[config.mk]
export PLATFORM = sky130hd
export DESIGN_NAME = fwd_hazard_ctrl_flat
export DESIGN_NICKNAME = d
export VERILOG_FILES = /design/src/rtl/fwd_hazard_ctrl_if.sv /design/src/rtl/fwd_hazard_ctrl.sv /design/src/flat_wrapper.sv
export SDC_FILE = /design/constraint.sdc
export NUM_CORES = 1
export LEC_CHECK = 0
export CORE_UTILIZATION = 49
export CTS_BUF_LIST = sky130_fd_sc_hd__clkbuf_16
export DETAILED_ROUTE_END_ITERATION = 10
export HOLD_SLACK_MARGIN = 0.15
export PLACE_DENSITY = 0.82
export RECOVER_POWER = 100
export SLEW_MARGIN = 20
export SYNTH_ARGS = -nofsm -noshare
export SYNTH_HDL_FRONTEND = slang
export SYNTH_SLANG_ARGS = --single-unit
export TNS_END_PERCENT = 10
[constraint.sdc]
create_clock -name clk -period 2.7 [get_ports clk]
set_clock_uncertainty 0.15 [all_clocks]
set_input_delay 0.54 -clock clk [delete_from_list [all_inputs] [get_ports clk]]
set_output_delay 0.54 -clock clk [all_outputs]
set_load 0.005 [all_outputs]
[src/rtl/fwd_hazard_ctrl_if.sv]
// ID-stage operand forwarding / hazard interface between the ID-stage consumer and fwd_hazard_ctrl.
// master = ID stage (drives the instruction), slave = controller (returns selects and stall).
interface fwd_hazard_ctrl_if #(
  parameter int REG_AW = 5,
  parameter int CNT_W  = 32
);
  logic              id_valid;
  logic [REG_AW-1:0] id_rs1;
  logic [REG_AW-1:0] id_rs2;
  logic              id_rs1_used;
  logic              id_rs2_used;
  logic [REG_AW-1:0] id_rd;
  logic              id_rd_we;
  logic              id_is_load;
  logic              pipe_adv;
  logic              flush;
  logic [1:0]        fwd_sel1;
  logic [1:0]        fwd_sel2;
  logic              stall_id;
  logic [1:0]        inflight_we;
  logic [CNT_W-1:0]  stall_cycles;

  modport master (
    output id_valid, id_rs1, id_rs2, id_rs1_used, id_rs2_used,
           id_rd, id_rd_we, id_is_load, pipe_adv, flush,
    input  fwd_sel1, fwd_sel2, stall_id, inflight_we, stall_cycles
  );

  modport slave (
    input  id_valid, id_rs1, id_rs2, id_rs1_used, id_rs2_used,
           id_rd, id_rd_we, id_is_load, pipe_adv, flush,
    output fwd_sel1, fwd_sel2, stall_id, inflight_we, stall_cycles
  );
endinterface

[src/rtl/fwd_hazard_ctrl.sv]
// Hazard/forwarding controller: EX/MEM/WB destination tracker, per-source forward select, load-use stall.
// Build option FWD_WB_BYPASS_EN: forward WB-stage data (select 3) instead of relying on write-before-read.
module fwd_src_sel #(
  parameter int REG_AW = 5
) (
  input  logic                   id_valid,
  input  logic [REG_AW-1:0]      rs,
  input  logic                   used,
  input  logic [2:0]             stg_v,
  input  logic [2:0]             stg_we,
  input  logic [2:0]             stg_ld,
  input  logic [2:0][REG_AW-1:0] stg_rd,
  output logic [1:0]             sel,
  output logic                   load_use
);
`ifdef FWD_WB_BYPASS_EN
  localparam logic [1:0] WB_SEL = 2'd3;
`else
  localparam logic [1:0] WB_SEL = 2'd0;
`endif

  logic [2:0] hit;

  for (genvar s = 0; s < 3; s++) begin : g_hit
    assign hit[s] = stg_v[s] & stg_we[s] & (stg_rd[s] != '0) & used & (stg_rd[s] == rs);
  end

  // Youngest stage wins; a load in EX has no data yet, so it stalls rather than falling through.
  always_comb begin
    sel      = 2'd0;
    load_use = 1'b0;
    if (id_valid) begin
      if (hit[0]) begin
        if (stg_ld[0]) load_use = 1'b1;
        else           sel      = 2'd1;
      end else if (hit[1]) begin
        sel = 2'd2;
      end else if (hit[2]) begin
        sel = WB_SEL;
      end
    end
  end
endmodule

module fwd_hazard_ctrl #(
  parameter int REG_AW = 5,
  parameter int CNT_W  = 32
) (
  input  logic           clk,
  input  logic           rst,
  fwd_hazard_ctrl_if.slave bus
);
  localparam int STAGES = 2;
  localparam int NUM_SRC = 2;

  // Index 0 = EX, 1 = MEM, 2 = WB.
  logic [STAGES:0]             vld_pipe;
  logic [STAGES:0][REG_AW-1:0] rd_pipe;
  logic [STAGES:0]             we_pipe;
  logic [STAGES:0]             ld_pipe;

  logic [NUM_SRC-1:0][REG_AW-1:0] rs_vec;
  logic [NUM_SRC-1:0]             used_vec;
  logic [NUM_SRC-1:0][1:0]        sel_vec;
  logic [NUM_SRC-1:0]             lu_vec;
  logic                           stall;
  logic [STAGES:0]                vw;
  logic [CNT_W-1:0]               stall_cnt;

  assign rs_vec   = {bus.id_rs2, bus.id_rs1};
  assign used_vec = {bus.id_rs2_used, bus.id_rs1_used};

  for (genvar i = 0; i < NUM_SRC; i++) begin : g_src
    fwd_src_sel #(.REG_AW(REG_AW)) u_sel (
      .id_valid (bus.id_valid),
      .rs       (rs_vec[i]),
      .used     (used_vec[i]),
      .stg_v    (vld_pipe),
      .stg_we   (we_pipe),
      .stg_ld   (ld_pipe),
      .stg_rd   (rd_pipe),
      .sel      (sel_vec[i]),
      .load_use (lu_vec[i])
    );
  end

  assign stall = bus.id_valid & (|lu_vec);

  // Killed or stalled ID instructions enter EX as bubbles.
  always_ff @(posedge clk) begin
    if (rst)               vld_pipe <= '0;
    else if (bus.pipe_adv) vld_pipe <= {vld_pipe[STAGES-1:0], bus.id_valid & ~stall & ~bus.flush};
  end

  always_ff @(posedge clk) begin
    if (bus.pipe_adv) begin
      rd_pipe <= {rd_pipe[STAGES-1:0], bus.id_rd};
      we_pipe <= {we_pipe[STAGES-1:0], bus.id_rd_we};
      ld_pipe <= {ld_pipe[STAGES-1:0], bus.id_is_load};
    end
  end

  // Counts frozen cycles too; saturates instead of wrapping.
  always_ff @(posedge clk) begin
    if (rst)                        stall_cnt <= '0;
    else if (stall && ~&stall_cnt)  stall_cnt <= stall_cnt + 1'b1;
  end

  assign vw = vld_pipe & we_pipe;

  assign bus.fwd_sel1     = sel_vec[0];
  assign bus.fwd_sel2     = sel_vec[1];
  assign bus.stall_id     = stall;
  assign bus.inflight_we  = {1'b0, vw[0]} + {1'b0, vw[1]} + {1'b0, vw[2]};
  assign bus.stall_cycles = stall_cnt;
endmodule

[src/flat_wrapper.sv]
// flat-port wrapper written by rule: the top's interface ports become plain ports
module fwd_hazard_ctrl_flat 
#(
  parameter int REG_AW = 5,
  parameter int CNT_W  = 32
)
  (clk, rst, bus_id_valid, bus_id_rs1, bus_id_rs2, bus_id_rs1_used, bus_id_rs2_used, bus_id_rd, bus_id_rd_we, bus_id_is_load, bus_pipe_adv, bus_flush, bus_fwd_sel1, bus_fwd_sel2, bus_stall_id, bus_inflight_we, bus_stall_cycles);
  fwd_hazard_ctrl_if #(.REG_AW(REG_AW), .CNT_W(CNT_W)) bus_i ();
  input  logic clk;
  input  logic rst;
  input wire logic [$bits(bus_i.id_valid)-1:0] bus_id_valid;
  input wire logic [$bits(bus_i.id_rs1)-1:0] bus_id_rs1;
  input wire logic [$bits(bus_i.id_rs2)-1:0] bus_id_rs2;
  input wire logic [$bits(bus_i.id_rs1_used)-1:0] bus_id_rs1_used;
  input wire logic [$bits(bus_i.id_rs2_used)-1:0] bus_id_rs2_used;
  input wire logic [$bits(bus_i.id_rd)-1:0] bus_id_rd;
  input wire logic [$bits(bus_i.id_rd_we)-1:0] bus_id_rd_we;
  input wire logic [$bits(bus_i.id_is_load)-1:0] bus_id_is_load;
  input wire logic [$bits(bus_i.pipe_adv)-1:0] bus_pipe_adv;
  input wire logic [$bits(bus_i.flush)-1:0] bus_flush;
  output wire logic [$bits(bus_i.fwd_sel1)-1:0] bus_fwd_sel1;
  output wire logic [$bits(bus_i.fwd_sel2)-1:0] bus_fwd_sel2;
  output wire logic [$bits(bus_i.stall_id)-1:0] bus_stall_id;
  output wire logic [$bits(bus_i.inflight_we)-1:0] bus_inflight_we;
  output wire logic [$bits(bus_i.stall_cycles)-1:0] bus_stall_cycles;
  assign bus_i.id_valid = bus_id_valid;
  assign bus_i.id_rs1 = bus_id_rs1;
  assign bus_i.id_rs2 = bus_id_rs2;
  assign bus_i.id_rs1_used = bus_id_rs1_used;
  assign bus_i.id_rs2_used = bus_id_rs2_used;
  assign bus_i.id_rd = bus_id_rd;
  assign bus_i.id_rd_we = bus_id_rd_we;
  assign bus_i.id_is_load = bus_id_is_load;
  assign bus_i.pipe_adv = bus_pipe_adv;
  assign bus_i.flush = bus_flush;
  assign bus_fwd_sel1 = bus_i.fwd_sel1;
  assign bus_fwd_sel2 = bus_i.fwd_sel2;
  assign bus_stall_id = bus_i.stall_id;
  assign bus_inflight_we = bus_i.inflight_we;
  assign bus_stall_cycles = bus_i.stall_cycles;
  fwd_hazard_ctrl #(.REG_AW(REG_AW), .CNT_W(CNT_W)) u_core (.clk(clk), .rst(rst), .bus(bus_i));
endmodule
* Yosys cells after proc, flatten, opt, wreduce, memory -nomap -nowiden
Cells that the tools add are included.
Storage, ports and cells: bits in registers 49, bits in latches 0, memory bits (writable) 0, ROM bits 0, bits of input ports 24, output and inout bits 39, word-level logic and storage cells 49, memories kept 0
Operators by class: $add $sub $neg 3, multiply operators 0, div/mod/pow operators 0, $lt $le $gt $ge 0, equal/unequal tests 4, shift operators 0, multiplexer cells 12, bitwise operators 18, reduce and logical (&&, ||, !) cells 6
Operators with widths (count):
- 32-bit by 1-bit adder with 32-bit output (second input constant) | 1
- 32-bit AND reduction | 1
- 5-bit equality test | 4
- 1-bit bitwise AND | 15
- 2-bit two-way mux | 6
- 5-bit nonzero test | 2
- 1-bit two-way mux | 6
- 3-bit bitwise AND | 1
- 1-bit by 1-bit adder with 2-bit output | 1
- 2-bit by 1-bit adder with 2-bit output | 1
- 1-bit NOT | 2
- 2-bit OR reduction | 1
- 1-bit logical AND | 1
- 1-bit logical NOT | 1

* Longest topological paths before layout
Gate-level depths: netlist of run 1.
depth in word-level cells 11, depth in mapped cells 8, mapped depth without buffers 7

* Hierarchy
Synthesis of run 1 repeated with hierarchy kept, for this count alone.
Second synthesis, totals: cell total of the unflattened synthesis 294, area, all modules 2919.0 um2
Modules (own cells, without submodules):
- fwd_hazard_ctrl | times used 1, cells an instance 246, area an instance 2568.7 um2, seq. area each 1331.3 um2
- fwd_src_sel | times used 2, cells an instance 24, area an instance 175.2 um2, seq. area each 0.0 um2

* Least setup slack after synthesis of run 1
Ideal clock, no wire load.
kind input port to flip-flop, from in bus_id_rs1[1], to reg u_core.stall_cnt[30] (netlist: u_core.bus.stall_cycles[30]), setup time 0.123 ns, arrival 2.105 ns, required time 2.427 ns, path slack 0.321 ns, stages 7, path buffers 1, path through xor2_1 nor4_2 and3_2 o2111ai_4 buf_6 nor4b_4 mux2_1
Between the ends: word-level cells in the longest chain between the ends 7
Ends and longest elaborated chain:
- start, declared | line flat_wrapper.sv:12 | input wire logic [$bits(bus_i.id_rs1)-1:0] bus_id_rs1;
- 5-bit equality test | line fwd_hazard_ctrl.sv:25 | assign hit[s] = stg_v[s] & stg_we[s] & (stg_rd[s] != '0) & used & (stg_rd[s] == rs);
- 1-bit bitwise AND | line fwd_hazard_ctrl.sv:25
- 1-bit two-way mux | line fwd_hazard_ctrl.sv:33 | if (hit[0]) begin
- 1-bit two-way mux | line fwd_hazard_ctrl.sv:32 | if (id_valid) begin
- 2-bit OR reduction | line fwd_hazard_ctrl.sv:87 | assign stall = bus.id_valid & (|lu_vec);
- 1-bit bitwise AND | line fwd_hazard_ctrl.sv:87
- 1-bit logical AND | line fwd_hazard_ctrl.sv:106 | else if (stall && ~&stall_cnt) stall_cnt <= stall_cnt + 1'b1;
- end signal, assigned | line fwd_hazard_ctrl.sv:106
- end, declared | line fwd_hazard_ctrl.sv:68 | logic [CNT_W-1:0] stall_cnt;
Every way passes these cells. A chain may end at the register's enable or synchronous reset.

* Worst setup path after layout of run 1
from in bus_id_rs1[2], to out bus_fwd_sel1[0]
Between the ends: word-level cells in the longest chain between the ends 4
Ends and longest elaborated chain:
- 5-bit equality test | line fwd_hazard_ctrl.sv:25
- 1-bit bitwise AND | line fwd_hazard_ctrl.sv:25
- 2-bit two-way mux | line fwd_hazard_ctrl.sv:33
- 2-bit two-way mux | line fwd_hazard_ctrl.sv:32
- end, declared | line flat_wrapper.sv:21 | output wire logic [$bits(bus_i.fwd_sel1)-1:0] bus_fwd_sel1;
Every way passes these cells.

==> impl_results.md, run 1 <==
- Synth Area in Compound Gates: 14.6%
- Commonest non-fill, non-tap cell in the layout: dlygate4sd3_1
- Final worst slack: 0.0683 ns
- Synthesized cell area: 2560 µm²
- Endpoint, Worst Hold: u_core.we_pipe[1]
- Synthesized area per cell: 9.31 µm²
- Status: complete, no violations
- H-Tree Depth: 2
- Routability cong.: 0.884
- Sequential area share after synthesis: 43.8%
- Fin crit share: 97.5%
- Core footprint: 4880 µm²
- First-pass GRT wire length: 10200 µm
- Root Driver: clkbuf_16
- Max-cap violations: 0
- # nets final: 386
- Post-Synth XOR/XNOR Area: 7.18%
- Largest net degree at the start of global routing: 22
- Worst Reg-to-Reg Cells: 8
- CTS buffer count: 5
- Initial antenna violation count: 0
- Max IR drop VDD: 0.367 mV
- Die Width: 74.3 µm
- Overall Global Routing Usage: 24.3%
- RSZ-0062 raised after global routing: yes
- Largest family of logic cells by synthesized area: simple AND/OR/NAND/NOR gates
- # DRC: 0
- Tmin final: 2.63 ns
- Most frequent cells in the layout: 43 x dlygate4sd3_1, 35 x dfxtp_1, 28 x a21oi_1
- Post-DP HPWL: 4620 µm
- Layout cells sized above 1: 12.2%
- Crit start category: input port
- Num rows: 25
- RR Endpoint: u_core.bus.stall_cycles[16]
- Storage element area: 1120 µm²
- Synthesized-area fraction occupied by adder cells: 1.27%
- R2r startpoint: u_core.rd_pipe[1]
- CP endpoint kind: output pin
- CP Class: in -> out
- # hold bufs at CTS: 0
- Setup WS pre-CTS: -0.433 ns
- Placed insts: 416
- Flop and latch count out of synthesis: 49
- Dpl cell area: 3400 µm²
- Hold Path Class: reg -> reg
- Mux cell area share after synthesis: 2.49%
- Reg-to-reg slack, setup: 0.10 ns
- Hold WS: 0.317 ns
- Post-synthesis simple-gate area fraction: 27.3%
- Critical Path RT: 2.01 ns
- Post-route ant nets: 0
- Detailed Route Iter0 Violations: 120
- Worst-Margin Slew: 0.738 ns
- Vias per inst: 5.64
- Hold Crit Depth: 0
- Area growth syn-to-layout: 39.5%
- Syn. warnings: 0
- CTS tree: built
- Post-synth ARST share: 0%
- CTS sink cnt: 49
- CTS Buffer Depth: 2
- Clk pin slew, worst setup/hold paths: 0.06 ns
- Skew-Pair Late Insertion Delay: 0.29 ns
- Primary FF master, synth: dfxtp_1
- Synthesized Nets: 301
- Initial Util: 52.5%
- Area of the multi-input gates: 1360 µm²
- DR WL/cell: 15.1 µm
- Fin Setup TNS: 0 ns
- Library cells used by synthesis: 42
- Total I/O pin count: 63
- Vias in the first global route: 2246
- DIE HEIGHT: 74.3 µm
- Hold Crit Start: u_core.we_pipe[0]
- Design area: 3570 µm²
- Die area: 5520 µm²
- Grt ovf: 0
- Worst-path fanout max: 2
- Gate Count Post-Synth: 275
- Max Clock Freq: 380 MHz
- TritonRoute pass-1 iters: 4
- Port buffer count: 62
- Fillers: 385
- ANT cells: 0
- Slew HR: 50.8%
- Final setup viols: 0
- Vias: 2412
- Fin cells: 428
- Post-synth EDFFs: 14
- Final hold vios: 0
- Power Density: 459 nW/µm²
- Worst Path Arrival: 1.94 ns
- P_leak: 1.35 nW
- Max-slew violation count: 0
- DRT Wirelength: 6440 µm
[per-stage QoR]
stage / utilization [%] / total power, mW
3_5_place_dp: 69.6 / 0.924
6_report: 73.2 / 1.64
2_1_floorplan: - / 0.851
5_1_grt: 73.2 / 1.68
4_1_cts: 73.6 / 1.64
3_3_place_gp: 69.6 / 0.922
[critical path: stages]
cell and delay [ns]:
dlygate4sd2_1 0.26, xor2_1 0.18, nor4_2 0.33, buf_4 0.17, nand3_1 0.08, nor2_1 0.13
dlygate4sd2_1 0.25
[state kept, by name (all words and copies together), names as in the netlist]
name,cells
u_core.bus.stall_cycles,32
u_core.ld_pipe,1
u_core.rd_pipe,10
u_core.vld_pipe,3
u_core.we_pipe,3
[Yosys cell counts (3+ instances only)]
cell type / count / area (µm²)
and3_1: 6 / 37.5
o31ai_1: 7 / 52.6
o21ai_0: 20 / 100
clkbuf_1: 7 / 26.3
a21oi_1: 28 / 140
buf_2: 3 / 15.0
nor4_2: 3 / 37.5
dfxtp_1: 35 / 701
nor4_1: 3 / 18.8
nand2_1: 19 / 71.3
xnor2_1: 4 / 35.0
mux2_1: 3 / 33.8
mux2i_1: 3 / 30.0
nand4_1: 9 / 56.3
edfxtp_1: 14 / 420
and4_1: 3 / 26.3
xor2_1: 17 / 149
inv_1: 7 / 26.3
nor2b_1: 3 / 18.8
or4_1: 8 / 60.1
or3_1: 19 / 119
nand3_1: 17 / 85.1
nor2_1: 14 / 52.6
[layout make-up]
type / instances / area share, %
Inverter: 7 / 0.736
Multi-Input combinational cell: 207 / 37.9
Timing Repair Buffer: 90 / 22.7
Sequential cell: 49 / 31.4
Clock inverter: 3 / 1.40
Clock buffer: 5 / 3.50
Tap cell: 67 / 2.35
[layer usage]
| layer | share of wire [%] | track usage [%] | vias up | wire length [µm] |
|---|---|---|---|---|
| met5 | 0 | 0 | - | 0 |
| met1 | 47 | 32.1 | 1149 | 3020 |
| li1 | - | - | 1202 | - |
| met2 | 48 | 40.2 | 52 | 3130 |
| met3 | 3.3 | 4.74 | 9 | 215 |
| met4 | 1.2 | 7.76 | 0 | 80 |
[report_power, final]
group | switching, mW | internal, mW | total [mW]
combinational | 0.0505 | 0.0615 | 0.112
sequential | 0.0200 | 0.776 | 0.796
clock | 0.285 | 0.445 | 0.730
total | 0.356 | 1.28 | 1.64
[how the worst max path moves through the flow]
stage	from	to	slack, ns	cells past startpoint
2_1_floorplan	bus_id_rs1[1]	u_core.bus.stall_cycles[30]	0.32	7
3_3_place_gp	bus_id_rs1[1]	bus_stall_id	-0.40	7
3_5_place_dp	bus_id_rs1[1]	bus_stall_id	-0.43	7
4_1_cts	bus_id_rs2[2]	bus_fwd_sel2[1]	0.008	6
5_1_grt	bus_id_rs2[2]	bus_fwd_sel2[1]	-0.03	6
6_report	bus_id_rs1[2]	bus_fwd_sel1[0]	0.07	7
[cell families (layout without fill, tap and decap cells)]
kind of cell,Yosys count,after routing
compound gates,63,63
flops,49,49
xor+xnor,21,21
buf+inv,19,105
simple gates,115,115
fa+ha+maj,2,2
mux,6,6
[repair_timing]
item                                    in CTS  in global routing
pin swaps                                    9                 10
endpoints found under the setup margin      14                 12
gates resized for setup                     18                  4
setup buffers                                2                  2
endpoints found under the hold margin        0                  0
Power figures use the tool's default switching activity.
==> inputs of run 2 (changes only) <==
--- a/config.mk
+++ b/config.mk
@@ -5,11 +5,12 @@
 export SDC_FILE = /design/constraint.sdc
 export NUM_CORES = 1
 export LEC_CHECK = 0
-export CORE_UTILIZATION = 49
+export ABC_AREA = 1
+export CORE_UTILIZATION = 52
 export CTS_BUF_LIST = sky130_fd_sc_hd__clkbuf_16
 export DETAILED_ROUTE_END_ITERATION = 10
 export HOLD_SLACK_MARGIN = 0.15
-export PLACE_DENSITY = 0.82
+export PLACE_DENSITY = 0.83
 export RECOVER_POWER = 100
 export SLEW_MARGIN = 20
 export SYNTH_ARGS = -nofsm -noshare
==> impl_results.md, run 2 <==
- Overall Global Routing Usage: 30.5% (+6.2 points)
- Layout cells sized above 1: 9.30% (-2.9 points)
- Power Density: 380 nW/µm² (-17%)
- Detailed Route Iter0 Violations: 242 (+100%)
- Initial Util: 55.6% (+3.1 points)
- Initial antenna violation count: 0 (unchanged)
- Vias in the first global route: 3150 (+40%)
- DRT Wirelength: 9840 µm (+53%)
- DIE HEIGHT: 79.9 µm (+7.5%)
- Part of the power in registers: 50.1% (+1.5 points)
- Hold WS: 0.341 ns (+0.0243 ns)
- Reg-to-reg slack, setup: 0.15 ns (+0.05 ns)
- CP peak stage delay: 0.56 ns (+0.23 ns)
- Dpl cell area: 3850 µm² (+13%)
- Switch share: 25.1% (+3.3 points)
- Root Driver: clkbuf_16
- Combinational power share: 8.5% (+1.7 points)
- Post-route ant nets: 0 (unchanged)
- Sequential area share after synthesis: 35.6% (-8.2 points)
- Port buffer count: 62 (unchanged)
- CTS buffer count: 5 (unchanged)
- Library cells used by synthesis: 30 (-29%)
- Top-count cell post-synth: nand2_1
- Most frequent cells in the layout: 164 x nand2_1, 47 x nor2_1, 45 x inv_1, 45 x nand3_1, 42 x dlygate4sd3_1
- Post-synth ARST share: 0% (unchanged)
- Placed insts: 612 (+47%)
- Fin crit share: 96.2% (-1.3 points)
- Status: complete, no violations
- First-pass GRT wire length: 15000 µm (+47%)
- Crit-path slowest cell: dlygate4sd3_1
- # nets final: 584 (+51%)
- Post-synth EDFFs: 14 (unchanged)
- Internal Power: 1.20 mW (-6.8%)
- Hold Crit Depth: 0 (unchanged)
- Max IR drop VDD: 0.368 mV (+0.31%)
- Worst-Margin Slew: 0.782 ns (+0.0433 ns)
- Fin cells: 631 (+47%)
- ANT cells: 0 (unchanged)
- Die Width: 79.9 µm (+7.5%)
- Final hold vios: 0 (unchanged)
- H-Tree Depth: 2 (unchanged)
- Hold Path Class: reg -> reg
- CTS Buffer Depth: 2 (unchanged)
- DR WL/cell: 15.6 µm (+3.6%)
- Grt ovf: 0 (unchanged)
- CP endpoint kind: output pin
- Storage element area: 1120 µm² (unchanged)
- Tmin final: 2.60 ns (-0.0351 ns)
- # hold bufs at CTS: 0 (unchanged)
- Cell taking the most area after synthesis: dfxtp_1
- Commonest non-fill, non-tap cell in the layout: nand2_1
- Routability cong.: 0.970 (+9.8%)
- Max-slew violation count: 0 (unchanged)
- Flop and latch count out of synthesis: 49 (unchanged)
- Worst Reg-to-Reg Cells: 16 (+8)
- Largest net degree at the start of global routing: 34 (+55%)
- Synth area leaders: dfxtp_1 22%, nand2_1 20%, edfxtp_1 13%
- Design area: 4200 µm² (+18%)
- CTS tree: built
- Top cells by count, synth: 164 x nand2_1, 48 x inv_1, 48 x nor2_1
- Slew HR: 47.7% (-3.1 points)
- Switching pwr: 400 µW (+12%)
- Primary FF master, synth: dfxtp_1
- Area of the multi-input gates: 1820 µm² (+35%)
- Worst-path fanout max: 3 (+1)
- Critical Path RT: 2.01 ns (about the same)
- Max reg flops: 32 (unchanged)
- Clk pin slew, worst setup/hold paths: 0.07 ns (about the same)
- Final worst slack: 0.103 ns (+0.0351 ns)
- Clock power frac: 41.4% (-3.2 points)
- Worst Path Arrival: 1.91 ns (-0.03 ns)
- Crit start category: flop
- Post-DP HPWL: 6930 µm (+50%)
- CP Class: reg -> out
- Skew-Pair Late Insertion Delay: 0.30 ns (about the same)
- CTS sink cnt: 49 (unchanged)
- Synthesized cell area: 3150 µm² (+23%)
- Area growth syn-to-layout: 33.2%
- Syn. warnings: 0 (unchanged)
- Vias: 3484 (+44%)
- Yosys top cell area share: 22.2% (-5.1 points)
- Fillers: 483 (+25%)
- Worst path cell trace: nand2_1, fa_1, inv_1, dlygate4sd3_1
- Synthesized Nets: 509 (+69%)
- Total I/O pin count: 63 (unchanged)
- Gate Count Post-Synth: 483 (+76%)
- Max Clock Freq: 385 MHz (+1.4%)
- TritonRoute pass-1 iters: 6 (+2)
- # DRC: 0 (unchanged)
- Num rows: 27 (+8.0%)
- Die area: 6380 µm² (+16%)
- Setup WS pre-CTS: -0.294 ns (+0.139 ns)
- Core Util, Final: 74.0% (+0.81 points)
- Max-cap violations: 0 (unchanged)
- P_leak: 1.80 nW (+33%)
- Vias per inst: 5.52 (-2.0%)
- Core footprint: 5680 µm² (+16%)
- Synthesized area per cell: 6.53 µm² (-30%)
- Final setup viols: 0 (unchanged)
[run 2: cell count changes after synthesis, moves of 7 or more]
cell      delta
or4_1        -8
inv_1       +41
nand2_1    +145
nand3_1     +28
o31ai_1      -7
nand3b_1     +8
nor3_1      +14
a21oi_1      +9
nor2_1      +34
o21ai_0     -17
or3_1       -19
[run 2: timing repair]
action | in CTS | in global routing
pin swaps | 2 | 7
resized for setup | 11 | 24
buffers inserted | 6 | 2
gates cloned | 0 | 3
endpoints found under the setup margin | 5 | 37
hold endpoints to repair | 0 | 0
[run 2: logic make-up (layout without fill, tap and decap cells)]
| group | count (synthesis) | after routing | synth area share, % |
|---|---|---|---|
| simple gates | 304 | 305 | 42.2 |
| buf+inv | 64 | 139 | 8.73 |
| flops | 49 | 49 | 35.6 |
| compound gates | 47 | 47 | 7.78 |
| xor+xnor | 17 | 17 | 4.72 |
| fa+ha+maj | 2 | 2 | 1.03 |
[run 2: per-layer routing]
metal  vias to the layer above  part of all wire [%]  GRT usage (%)
li1                       1707                     -              -
met1                      1605                    43           39.6
met2                       157                    48           52.9
met3                        15                   8.1           5.49
met4                         0                  0.91           5.71
met5                         -                     0              0
[run 2: per-stage QoR]
stage | total power, mW | setup TNS (ns)
2_1_floorplan | 0.871 | 0
4_1_cts | 1.60 | 0
3_3_place_gp | 0.941 | -1.10
6_report | 1.59 | 0
5_1_grt | 1.65 | -0.0581
3_5_place_dp | 0.943 | -1.17
[run 2: path summary, 6_finish.rpt]
| check | startpoint | endpoint |
|---|---|---|
| worst max-delay path | u_core.vld_pipe[0] | bus_inflight_we[0] |
| worst min-delay path | u_core.we_pipe[0] | u_core.we_pipe[1] |
| worst max register to register | u_core.rd_pipe[2] | u_core.bus.stall_cycles[12] |
| worst min register to register | u_core.we_pipe[0] | u_core.we_pipe[1] |
[run 2: area by class of cell]
class | count | area share, %
Clock inverter | 3 | 0.685
Sequential cell | 49 | 26.7
Timing Repair Buffer | 80 | 19.5
Inverter | 51 | 4.56
Tap cell | 72 | 2.15
Clock buffer | 5 | 2.98
Multi-Input combinational cell | 371 | 43.4
[run 2: worst max-delay path: cells and delay by family (launching register included)]
family | cells | cell delay (ns)
buffers and inverters | 2 | 0.60
adders and majority gates | 1 | 0.54
DFF | 1 | 0.37
and+or+nand+nor | 1 | 0.11
[run 2: power groups by stage]
stage	combinational (mW)	sequential [mW]	clock (mW)
6_report	0.136	0.799	0.660
2_1_floorplan	0.0629	0.808	0
3_5_place_dp	0.128	0.816	0
4_1_cts	0.132	0.798	0.669
5_1_grt	0.150	0.801	0.701
3_3_place_gp	0.126	0.815	0
